**config.mk**
```make
export PLATFORM = sky130hd
export DESIGN_NAME = alu_issue_ctrl
export DESIGN_NICKNAME = d
export VERILOG_FILES = /design/src/rtl/alu_ctrl_pkg.sv /design/src/rtl/alu_issue_ctrl_regfile.sv /design/src/rtl/alu_issue_ctrl.sv
export SDC_FILE = /design/constraint.sdc
export NUM_CORES = 1
export LEC_CHECK = 0
export CAP_MARGIN = 15
export CORE_MARGIN = 1
export CORE_UTILIZATION = 35
export CTS_CLUSTER_SIZE = 8
export DETAILED_ROUTE_END_ITERATION = 8
export MAX_ROUTING_LAYER = met4
export SLEW_MARGIN = 20
export SYNTH_ARGS = -nofsm -noshare
export SYNTH_HDL_FRONTEND = slang
export SYNTH_HIERARCHICAL = 1
export SYNTH_SLANG_ARGS = --single-unit
```
**constraint.sdc**
```tcl
create_clock -name clk -period 3.5 [get_ports clk]
set_clock_uncertainty 0.1 [all_clocks]
set_input_delay 0.7 -clock clk [delete_from_list [all_inputs] [get_ports clk]]
set_output_delay 0.7 -clock clk [all_outputs]
set_load 0.01 [all_outputs]
```
**src/rtl/alu_ctrl_pkg.sv**
```systemverilog
// Shared opcodes, ALU control codes and FSM state encoding for the ALU issue controller.
package alu_ctrl_pkg;

  localparam logic [3:0] OP_NOP = 4'b0000;
  localparam logic [3:0] OP_ADD = 4'b1000;
  localparam logic [3:0] OP_SUB = 4'b1001;
  localparam logic [3:0] OP_AND = 4'b1010;
  localparam logic [3:0] OP_NOT = 4'b1011;
  localparam logic [3:0] OP_MOV = 4'b1100;
  localparam logic [3:0] OP_LDI = 4'b1101;
  localparam logic [3:0] OP_OUT = 4'b1110;

  localparam logic [3:0] S_NONE  = 4'b0000;
  localparam logic [3:0] S_ADD   = 4'b1001;
  localparam logic [3:0] S_SUB   = 4'b0110;
  localparam logic [3:0] S_AND   = 4'b1011;
  localparam logic [3:0] S_NOT   = 4'b0101;
  localparam logic [3:0] S_PASSA = 4'b1100;

  typedef enum logic [1:0] {
    IDLE = 2'd0,
    EXEC = 2'd1,
    WB   = 2'd2,
    IMM  = 2'd3
  } state_t;

  function automatic logic isAluOp(input logic [3:0] op);
    return (op == OP_ADD) || (op == OP_SUB) || (op == OP_AND) ||
           (op == OP_NOT) || (op == OP_MOV);
  endfunction

  function automatic logic [3:0] aluCode(input logic [3:0] op);
    case (op)
      OP_ADD:  return S_ADD;
      OP_SUB:  return S_SUB;
      OP_AND:  return S_AND;
      OP_NOT:  return S_NOT;
      OP_MOV:  return S_PASSA;
      default: return S_NONE;
    endcase
  endfunction

endpackage

```
**src/rtl/alu_issue_ctrl_regfile.sv**
```systemverilog
// Private 4x8 register file: two asynchronous read ports, one synchronous write port.
module regfile4x8 #(
  parameter logic [7:0] REG_RST = 8'h00
) (
  input  logic       clk,
  input  logic       rst_n,
  input  logic [1:0] i_rsAddr,
  input  logic [1:0] i_rdAddr,
  output logic [7:0] o_rsData,
  output logic [7:0] o_rdData,
  input  logic       i_we,
  input  logic [1:0] i_wAddr,
  input  logic [7:0] i_wData
);

  logic [7:0] r_regs [4];

  always_ff @(posedge clk) begin
    if (!rst_n) begin
      for (int i = 0; i < 4; i++) r_regs[i] <= REG_RST;
    end else if (i_we) begin
      r_regs[i_wAddr] <= i_wData;
    end
  end

  assign o_rsData = r_regs[i_rsAddr];
  assign o_rdData = r_regs[i_rdAddr];

endmodule

```
**src/rtl/alu_issue_ctrl.sv**
```systemverilog
// Sequencing controller: accepts instruction bytes, drives the external ALU, writes back results and flags.
module alu_issue_ctrl
  import alu_ctrl_pkg::*;
#(
  parameter int         EXEC_WAIT = 1,
  parameter logic [7:0] REG_RST   = 8'h00
) (
  input  logic       clk,
  input  logic       rst_n,
  input  logic       ins_valid,
  output logic       ins_ready,
  input  logic [7:0] ins,
  output logic       alu_M,
  output logic [3:0] alu_S,
  output logic [7:0] alu_A,
  output logic [7:0] alu_B,
  input  logic [7:0] alu_t,
  input  logic       alu_Cf,
  input  logic       alu_Zf,
  output logic       flag_c,
  output logic       flag_z,
  output logic       out_valid,
  output logic [7:0] out_data,
  output logic       done,
  output logic       err,
  output logic       busy
);

  localparam logic [1:0] LAST_CNT = 2'(EXEC_WAIT - 1);

  state_t     r_state, w_nextState;
  logic [1:0] r_cnt, r_rd;
  logic       r_arith, r_cf, r_zf;
  logic [7:0] r_t;
  logic       r_aluM;
  logic [3:0] r_aluS;
  logic [7:0] r_aluA, r_aluB, r_outData;
  logic       r_flagC, r_flagZ, r_outValid, r_done, r_err;

  logic       w_accept, w_execLast, w_we;
  logic [3:0] w_op;
  logic [1:0] w_wAddr;
  logic [7:0] w_wData, w_rsData, w_rdData;

  assign w_op       = ins[7:4];
  assign ins_ready  = (r_state == IDLE) || (r_state == IMM);
  assign w_accept   = ins_valid && ins_ready;
  assign w_execLast = (r_cnt == LAST_CNT);

  regfile4x8 #(.REG_RST(REG_RST)) u_regs (
    .clk      (clk),
    .rst_n    (rst_n),
    .i_rsAddr (ins[3:2]),
    .i_rdAddr (ins[1:0]),
    .o_rsData (w_rsData),
    .o_rdData (w_rdData),
    .i_we     (w_we),
    .i_wAddr  (w_wAddr),
    .i_wData  (w_wData)
  );

  always_ff @(posedge clk) begin
    if (!rst_n) r_state <= IDLE;
    else        r_state <= w_nextState;
  end

  always_comb begin
    w_nextState = r_state;
    w_we        = 1'b0;
    w_wAddr     = r_rd;
    w_wData     = r_t;
    case (r_state)
      IDLE: if (w_accept) begin
        if (isAluOp(w_op))        w_nextState = EXEC;
        else if (w_op == OP_LDI)  w_nextState = IMM;
      end
      EXEC: if (w_execLast) w_nextState = WB;
      WB: begin
        w_we        = 1'b1;
        w_nextState = IDLE;
      end
      IMM: if (w_accept) begin
        w_we        = 1'b1;
        w_wData     = ins;
        w_nextState = IDLE;
      end
      default: w_nextState = IDLE;
    endcase
  end

  // ALU result is captured after the operands have been stable EXEC_WAIT cycles, then committed in WB.
  always_ff @(posedge clk) begin
    if (!rst_n) begin
      r_cnt <= '0;  r_rd <= '0;  r_arith <= 1'b0;
      r_t <= '0;    r_cf <= 1'b0; r_zf <= 1'b0;
      r_aluM <= 1'b0; r_aluS <= S_NONE; r_aluA <= '0; r_aluB <= '0;
      r_flagC <= 1'b0; r_flagZ <= 1'b0;
      r_outData <= '0; r_outValid <= 1'b0; r_done <= 1'b0; r_err <= 1'b0;
    end else begin
      r_done     <= 1'b0;
      r_err      <= 1'b0;
      r_outValid <= 1'b0;
      case (r_state)
        IDLE: if (w_accept) begin
          r_rd <= ins[1:0];
          if (isAluOp(w_op)) begin
            r_aluM  <= 1'b1;
            r_aluS  <= aluCode(w_op);
            r_aluA  <= w_rsData;
            r_aluB  <= w_rdData;
            r_cnt   <= '0;
            r_arith <= (w_op == OP_ADD) || (w_op == OP_SUB);
          end else if (w_op == OP_OUT) begin
            r_outData  <= w_rsData;
            r_outValid <= 1'b1;
            r_done     <= 1'b1;
          end else if (w_op == OP_NOP) begin
            r_done <= 1'b1;
          end else if (w_op != OP_LDI) begin
            r_err  <= 1'b1;
            r_done <= 1'b1;
          end
        end
        EXEC: begin
          if (w_execLast) begin
            r_t    <= alu_t;
            r_cf   <= alu_Cf;
            r_zf   <= alu_Zf;
            r_done <= 1'b1;
          end else begin
            r_cnt <= r_cnt + 2'd1;
          end
        end
        WB: begin
          r_aluM <= 1'b0;
          r_aluS <= S_NONE;
          r_aluA <= '0;
          r_aluB <= '0;
          if (r_arith) begin
            r_flagC <= r_cf;
            r_flagZ <= r_zf;
          end
        end
        IMM: if (w_accept) r_done <= 1'b1;
        default: ;
      endcase
    end
  end

  assign alu_M     = r_aluM;
  assign alu_S     = r_aluS;
  assign alu_A     = r_aluA;
  assign alu_B     = r_aluB;
  assign flag_c    = r_flagC;
  assign flag_z    = r_flagZ;
  assign out_valid = r_outValid;
  assign out_data  = r_outData;
  assign done      = r_done;
  assign err       = r_err;
  assign busy      = (r_state != IDLE);

endmodule

```
==> results.txt <==
----------------------------------------------------
[Synthesis]
  Share of synthesized registers carrying an async set or reset ... 0
  Most area-consuming cells after synthesis ... sky130_fd_sc_hd__dfxtp_1 (27%), sky130_fd_sc_hd__edfxtp_1 (25%), sky130_fd_sc_hd__mux4_2 (9.4%)
  Dominant combinational cell family by area after synthesis ... simple AND/OR/NAND/NOR gates
  Synthesized netlist cell count ... 318
  Largest area contributor in the netlist ... sky130_fd_sc_hd__dfxtp_1
  Mapped Area ... 0.00382 sq mm
  Synth Net Count ... 345
  Mux share of post-synthesis cell area ... 0.141
  Simple logic cell fraction of the synthesized area ... 0.168
  Post-synthesis share of cell area spent on xor and xnor gates ... 0.00230
  Post-synthesis average cell area ... 12.0 sq um
  Post-synth top flop ... sky130_fd_sc_hd__dfxtp_1
  Number of flops mapped to enable cells by yosys ... 32
  Synth warn ... 6
  Yosys cell types ... 45
  Share of synthesized cell area in full adder, half adder and majority cells ... 0.0197
  Compound-cell area share of the yosys netlist ... 0.108
  Fraction of post-synthesis cell area in the top cell type by area ... 0.268
  Sequential share of the synthesized area ... 0.519
  Seq cells post-synth ... 83

[Critical path]
  Slowest cell on crit path ... sky130_fd_sc_hd__clkdlybuf4s50_1
  Nature of the critical path endpoint ... output pin
  Maximum cell stage delay along the critical path ... 0.54 ns
  Critical path startpoint category ... flop
  Capturing element of the worst setup path ... ins_ready
  Worst path arrival time ... 1.81 ns
  Highest net fanout along the worst path ... 4
  Setup CP Type ... reg2out
  Data required time at the worst endpoint ... 2.70 ns
  Setup slack on the worst flop-to-flop path ... 1.24 ns
  List of cells traversed by the critical path ... inv_1 -> ha_1 -> inv_1 -> clkdlybuf4s50_1
  R2r endpoint ... u_regs/r_regs[3][6]
  Register-to-Register Path Depth ... 7
  Critical path's most frequent cell ... sky130_fd_sc_hd__inv_1
  Startpoint of the lowest-slack register-to-register path ... r_state[0]
  Origin of the worst setup path ... r_state[0]

[Pwr]
  Power density of the placed cells ... 523 mW/mm^2
  Post-layout total power ... 2.45 mW
  Leakage dissipation ... 1.72 nW
  Peak ir drop on the vdd network ... 0.247 mV

[Clocking]
  Maximum buffer depth of the clock tree ... 2
  Cell chosen for the clock root ... sky130_fd_sc_hd__clkbuf_8
  Clock Latency Late Sink ... 0.36 ns
  Hold bufs inserted after CTS ... 0
  Postcts setup bufs ... 0
  CTS buffer count ... 9
  Level count of the clock H-tree ... 3
  Clock transition time at the flip-flop clock pins of the worst setup and hold paths ... 0.08 ns
  Clock tree from TritonCTS ... yes
  Post-CTS resize count ... 0
  Clock sink count ... 83

[Finish]
  Area taken by multi-input logic gates ... 0.00167 sq mm
  Layout Area Growth over Synthesis ... 22.6%
  Antenna diode count ... 0
  Sequential standard cell area ... 0.00198 sq mm
  Share of post-route cells with drive strength above 1 ... 0.132
  Total of fill cells in the finished design ... 1019
  Final core area utilization ... 0.447
  NumNets Final ... 402

[Route]
  Vias post-DR ... 2561
  Average vias per placed instance ... 4.96
  Iteration count of the initial detailed-routing pass ... 7
  Wirelength per Cell ... 15.5 um
  Starting DRC count in detailed routing ... 94
  Antenna violation net count after detailed routing ... 0
  Count of unresolved DRC violations after routing ... 0
  Final wirelength ... 7.98 mm

[Timing]
  Setup repair after global routing missed its margin ... no
  Final worst path period share ... 0.746
  Count of endpoints failing hold in the final timing report ... 0
  Total negative slack for setup checks ... 0 ns
  Highest Clock Rate ... 0.383 GHz
  Transition time of the tightest slew-check pin ... 0.777 ns
  Final setup violating endpoints ... 0
  Final min period ... 2.61 ns
  Relative slew margins ... 0.480
  Total count of max-transition violations in the final report ... 0

[Global route]
  Global-route wire length before repair ... 12.6 mm
  Number of antenna violations at the first check in global routing ... 0
  Number of global-route vias before repair ... 2445
  Largest net degree at the start of global routing ... 22
  GRT Util Overall ... 0.154
  Grt total ovfl ... 0

[Run status]
  Run status ... finished, final reports clean

[Flow run]
  Number of max-cap violations ... 0

[Floorplan]
  Chip width ... 106 um
  Starting utilization of the core area ... 0.365
  Floorplan row count ... 37
  Die area ... 0.0113 sq mm
  Die height ... 106 um
  Core Footprint ... 0.0105 sq mm
  Boundary Pins ... 57

[Placed design]
  Weighted congestion at the end of routability-driven global placement ... 0.808
  Total of buffers placed on input and output ports ... 56
  Dpl hpwl ... 5.68 mm

[Min path]
  Worst min path class ... reg2reg

----------------------------------------------------
-- through the flow --
step	setup slack, ns	hold slack [ns]	instances	cell area, sq um
2_1_floorplan	1.40	0.340	318	3820
3_3_place_gp	0.821	0.335	500	4490
3_5_place_dp	0.805	0.347	500	4490
4_1_cts	0.858	0.365	516	4680
5_1_grt	0.790	0.374	516	4680
6_report	0.889	0.359	516	4680
-- cells in the final DEF (no fill, tap or decap), types with 5 or more instances in the layout --
master,count
sky130_fd_sc_hd__clkdlybuf4s50_1,56
sky130_fd_sc_hd__dfxtp_1,51
sky130_fd_sc_hd__nand2_1,37
sky130_fd_sc_hd__edfxtp_1,32
sky130_fd_sc_hd__and2_1,26
sky130_fd_sc_hd__a22o_1,18
sky130_fd_sc_hd__mux4_2,16
sky130_fd_sc_hd__a21boi_0,13
sky130_fd_sc_hd__mux2i_1,12
sky130_fd_sc_hd__nor2b_1,12
sky130_fd_sc_hd__inv_1,11
sky130_fd_sc_hd__and3_1,10
sky130_fd_sc_hd__o21ai_0,9
sky130_fd_sc_hd__clkbuf_8,9
sky130_fd_sc_hd__buf_4,9
sky130_fd_sc_hd__ha_1,6
sky130_fd_sc_hd__nand3_1,5
sky130_fd_sc_hd__mux2_2,5
-- flip-flops by register name, indices dropped and copies added, names as in the netlist, 4 cells and up --
name           cells
out_data           8
r_t                8
u_regs/r_regs     32
alu_S              4
alu_A              8
alu_B              8
-- synth_stat cells, drive strengths merged, types with 9 or more instances --
| library cell | number |
|---|---|
| a22o | 18 |
| buf | 9 |
| inv | 11 |
| edfxtp | 32 |
| and2 | 26 |
| mux4 | 16 |
| nand2 | 37 |
| mux2i | 12 |
| and3 | 12 |
| o21ai | 11 |
| a21boi | 13 |
| dfxtp | 51 |
| clkbuf | 10 |
| nor2b | 12 |
-- worst min path at each step --
stage                      start      to  slack, ns  cells after the start
after floorplan           r_t[3]  r_t[3]       0.34                      2
after global placement     alu_M   alu_M       0.34                      1
after detailed placement   alu_M   alu_M       0.35                      1
after CTS                  alu_M   alu_M       0.36                      1
after global routing       alu_M   alu_M       0.37                      1
final                      alu_M   alu_M       0.36                      1
-- logic make-up (layout without fill, tap and decap cells) --
group,count (synthesis),count (layout)
buffers and inverters,30,92
adder cells (fa/ha/maj),6,6
AO/OA/AOI/OAI,54,54
AND/OR/NAND/NOR,111,111
XOR/XNOR,1,1
flip-flops,83,83
multiplexers,33,33
-- cell type report --
| class | count | share of cell area |
|---|---|---|
| Clock inverter | 5 | 0.0118 |
| Sequential cell | 83 | 0.424 |
| Multi-Input combinational cell | 205 | 0.357 |
| Tap cell | 136 | 0.0364 |
| Inverter | 11 | 0.00883 |
| Clock buffer | 11 | 0.0281 |
| Timing Repair Buffer | 65 | 0.134 |
-- power breakdown --
group / switching (mW) / internal [mW]
clock: 0.337 / 0.328
combinational: 0.349 / 0.279
sequential: 0.0551 / 1.10
-- critical path, delay by kind of cell, from the launching register on --
kind,cells,cell delay [ns]
buf+inv,3,0.74
fa+ha+maj,1,0.33
flops,1,0.39
-- per-layer routing --
metal  vias up  global-route usage  part of all wire
met3        10              0.0454             0.044
met4         0              0.0499             0.015
li1       1271                   -                 -
met5         -                   -                 0
met1      1217               0.186              0.47
met2        63               0.247              0.47
No activity file was read; power rests on OpenSTA's default activity.
==> RTL edit, RTL diff (same settings) <==
`REG_RST` is set to 8'h00 in 2 places; all go to 8'h01.
--- a/src/rtl/alu_issue_ctrl_regfile.sv
+++ b/src/rtl/alu_issue_ctrl_regfile.sv
@@ -2,3 +2,3 @@
 module regfile4x8 #(
-  parameter logic [7:0] REG_RST = 8'h00
+  parameter logic [7:0] REG_RST = 8'h01
 ) (
--- a/src/rtl/alu_issue_ctrl.sv
+++ b/src/rtl/alu_issue_ctrl.sv
@@ -5,3 +5,3 @@
   parameter int         EXEC_WAIT = 1,
-  parameter logic [7:0] REG_RST   = 8'h00
+  parameter logic [7:0] REG_RST   = 8'h01
 ) (
Behaviour: not the same (Yosys sat finds a counterexample within 4 cycles, from zero or initial values and one cycle with rst_n low).
==> RTL edit against the original RTL <==
Final area down 0.32%; wire length down 1.8%; sequential share of layout area up 0.14 points; total power down 0.24%; area after synthesis about the same; sequential cell count unchanged; worst setup slack worse by 30 ps; synthesized cell count unchanged; combinational power about the same; highest routed layer unchanged.
==> RTL edit: results (changes against the original RTL) <==
cts_root_buf: "clkbuf_8"
synth_compound_area_share_pct: 10.75  # about the same
ir_drop_v: 0.0002583  # +4.6%
cts_resized: 0  # unchanged
routed_wl_um: 7833  # -1.8%
cp_top_family: "buffers and inverters"
layout.nets: 400  # -0.50%
ys_warn_count: 6  # unchanged
dp_hpwl_um: 5634  # -0.85%
largest_reg_flops: 32  # unchanged
synthMuxAreaShare_pct: 14.06  # about the same
grt_start_max_net_pins: 22  # unchanged
cts_setup_buffers: 0  # unchanged
synth.area.top_cells: "dfxtp_1 (27%), edfxtp_1 (25%), mux4_2 (9.4%), a22o_1 (4.1%), and2_1 (3.8%)"
grtUsageMet3_pct: 3.372  # -1.2 points
cp_data_arrival_time_ps: 1840  # +30 ps
layout-drive-gt1-share_pct: 13.49  # +0.33 points
synth_edf_count: 32  # unchanged
worst-setup-path-type: "register to output pin"
synthAdderAreaFrac_pct: 1.967  # about the same
yosysSeqAreaShare_pct: 51.92  # about the same
grt_usage_pct: 15.41  # +0.033 points
grt_pass1_wl_um: 12920  # +2.4%
met2_usage_pct: 22.82  # -1.9 points
worst_path_largest_cell_delay_ps: 540  # about the same
globalplace.congestion: 0.7270  # -10%
first_iter_violations: 107  # +14%
status: "completed"
dr.pass1.iters: 4  # -3
via_per_inst: 4.893  # -1.4%
grt_pass1_vias: 2449  # +0.16%
max_slew_margin_pct: 52.11  # +4.1 points
synth_ff_type: "dfxtp_1"
reg2reg_setup_slack_ps: 1210  # -30 ps
antenna_found_initial: 0  # unchanged
use_met1_pct: 20.74  # +2.2 points
clkSlewWorstSetupHoldPaths_ps: 90
synth-xor-area-share_pct: 0.2294  # about the same
synth_commonest_cells: "dfxtp_1 (51), nand2_1 (37), edfxtp_1 (32)"
crit-reg2reg-capture: "out_data[1]"
leakage_nw: 1.685  # -2.2%
## RTL edit: cell count changes in the layout (fill, tap and decap cells not counted), sizes merged, moves of 2 or more
cell    delta
inv        +3
and2       -3
clkinv     -2
buf        -2
nand2b     +3
## RTL edit: worst max path at each step
stage	startpoint	end	slack, ps	cells past startpoint
floorplan	r_state[0]	u_regs/r_regs[3][1]	1400	7
finish	r_state[0]	ins_ready	860	4
global placement	ins[0]	alu_B[5]	840	3
CTS	r_state[0]	ins_ready	860	4
detailed placement	ins[2]	out_data[2]	820	4
global route	r_state[0]	ins_ready	780	4
## RTL edit: metrics by stage
stage	hold WS, ps	worst slack, ps	total power, mW	area (um^2)	instances
after global placement	334.8	844.5	1.807	4478	498
after detailed placement	343.0	818.0	1.819	4478	498
final	356.6	858.9	2.441	4663	514
after CTS	365.8	856.0	2.467	4663	514
after floorplan	340.0	1399	1.608	3817	318
after global routing	400.4	778.9	2.578	4663	514
## RTL edit: area by class of cell
class                      count  area [um^2]
fill                         997         5799
sequential                    83         1982
multi-input combinational    205         1672
timing repair buffer          63        613.1
tap                          136        170.2
clock buffer                  10        137.6
clock inverter                 6        47.55
inverter                      11        41.29
## RTL edit: cell families (layout without fill, tap and decap cells)
logic type,Yosys count,in the layout
xor+xnor,1,1
fa+ha+maj,6,6
flops,83,83
simple gates,111,111
buf+inv,30,90
mux,33,33
compound gates,54,54
## RTL edit: power breakdown
| group | leakage [nW] | total [mW] | internal, mW | switching (mW) |
|---|---|---|---|---|
| clock | 0.0898 | 0.652 | 0.284 | 0.368 |
| combinational | 0.862 | 0.629 | 0.284 | 0.345 |
| sequential | 0.733 | 1.16 | 1.10 | 0.0570 |
| total | 1.68 | 2.44 | 1.67 | 0.771 |
## RTL edit: per-layer routing
| metal | vias up | routed length (um) |
|---|---|---|
| met5 | - | 0 |
| met4 | 0 | 116 |
| met3 | 10 | 280 |
| met2 | 51 | 3551 |
| met1 | 1185 | 3886 |
| li1 | 1269 | - |
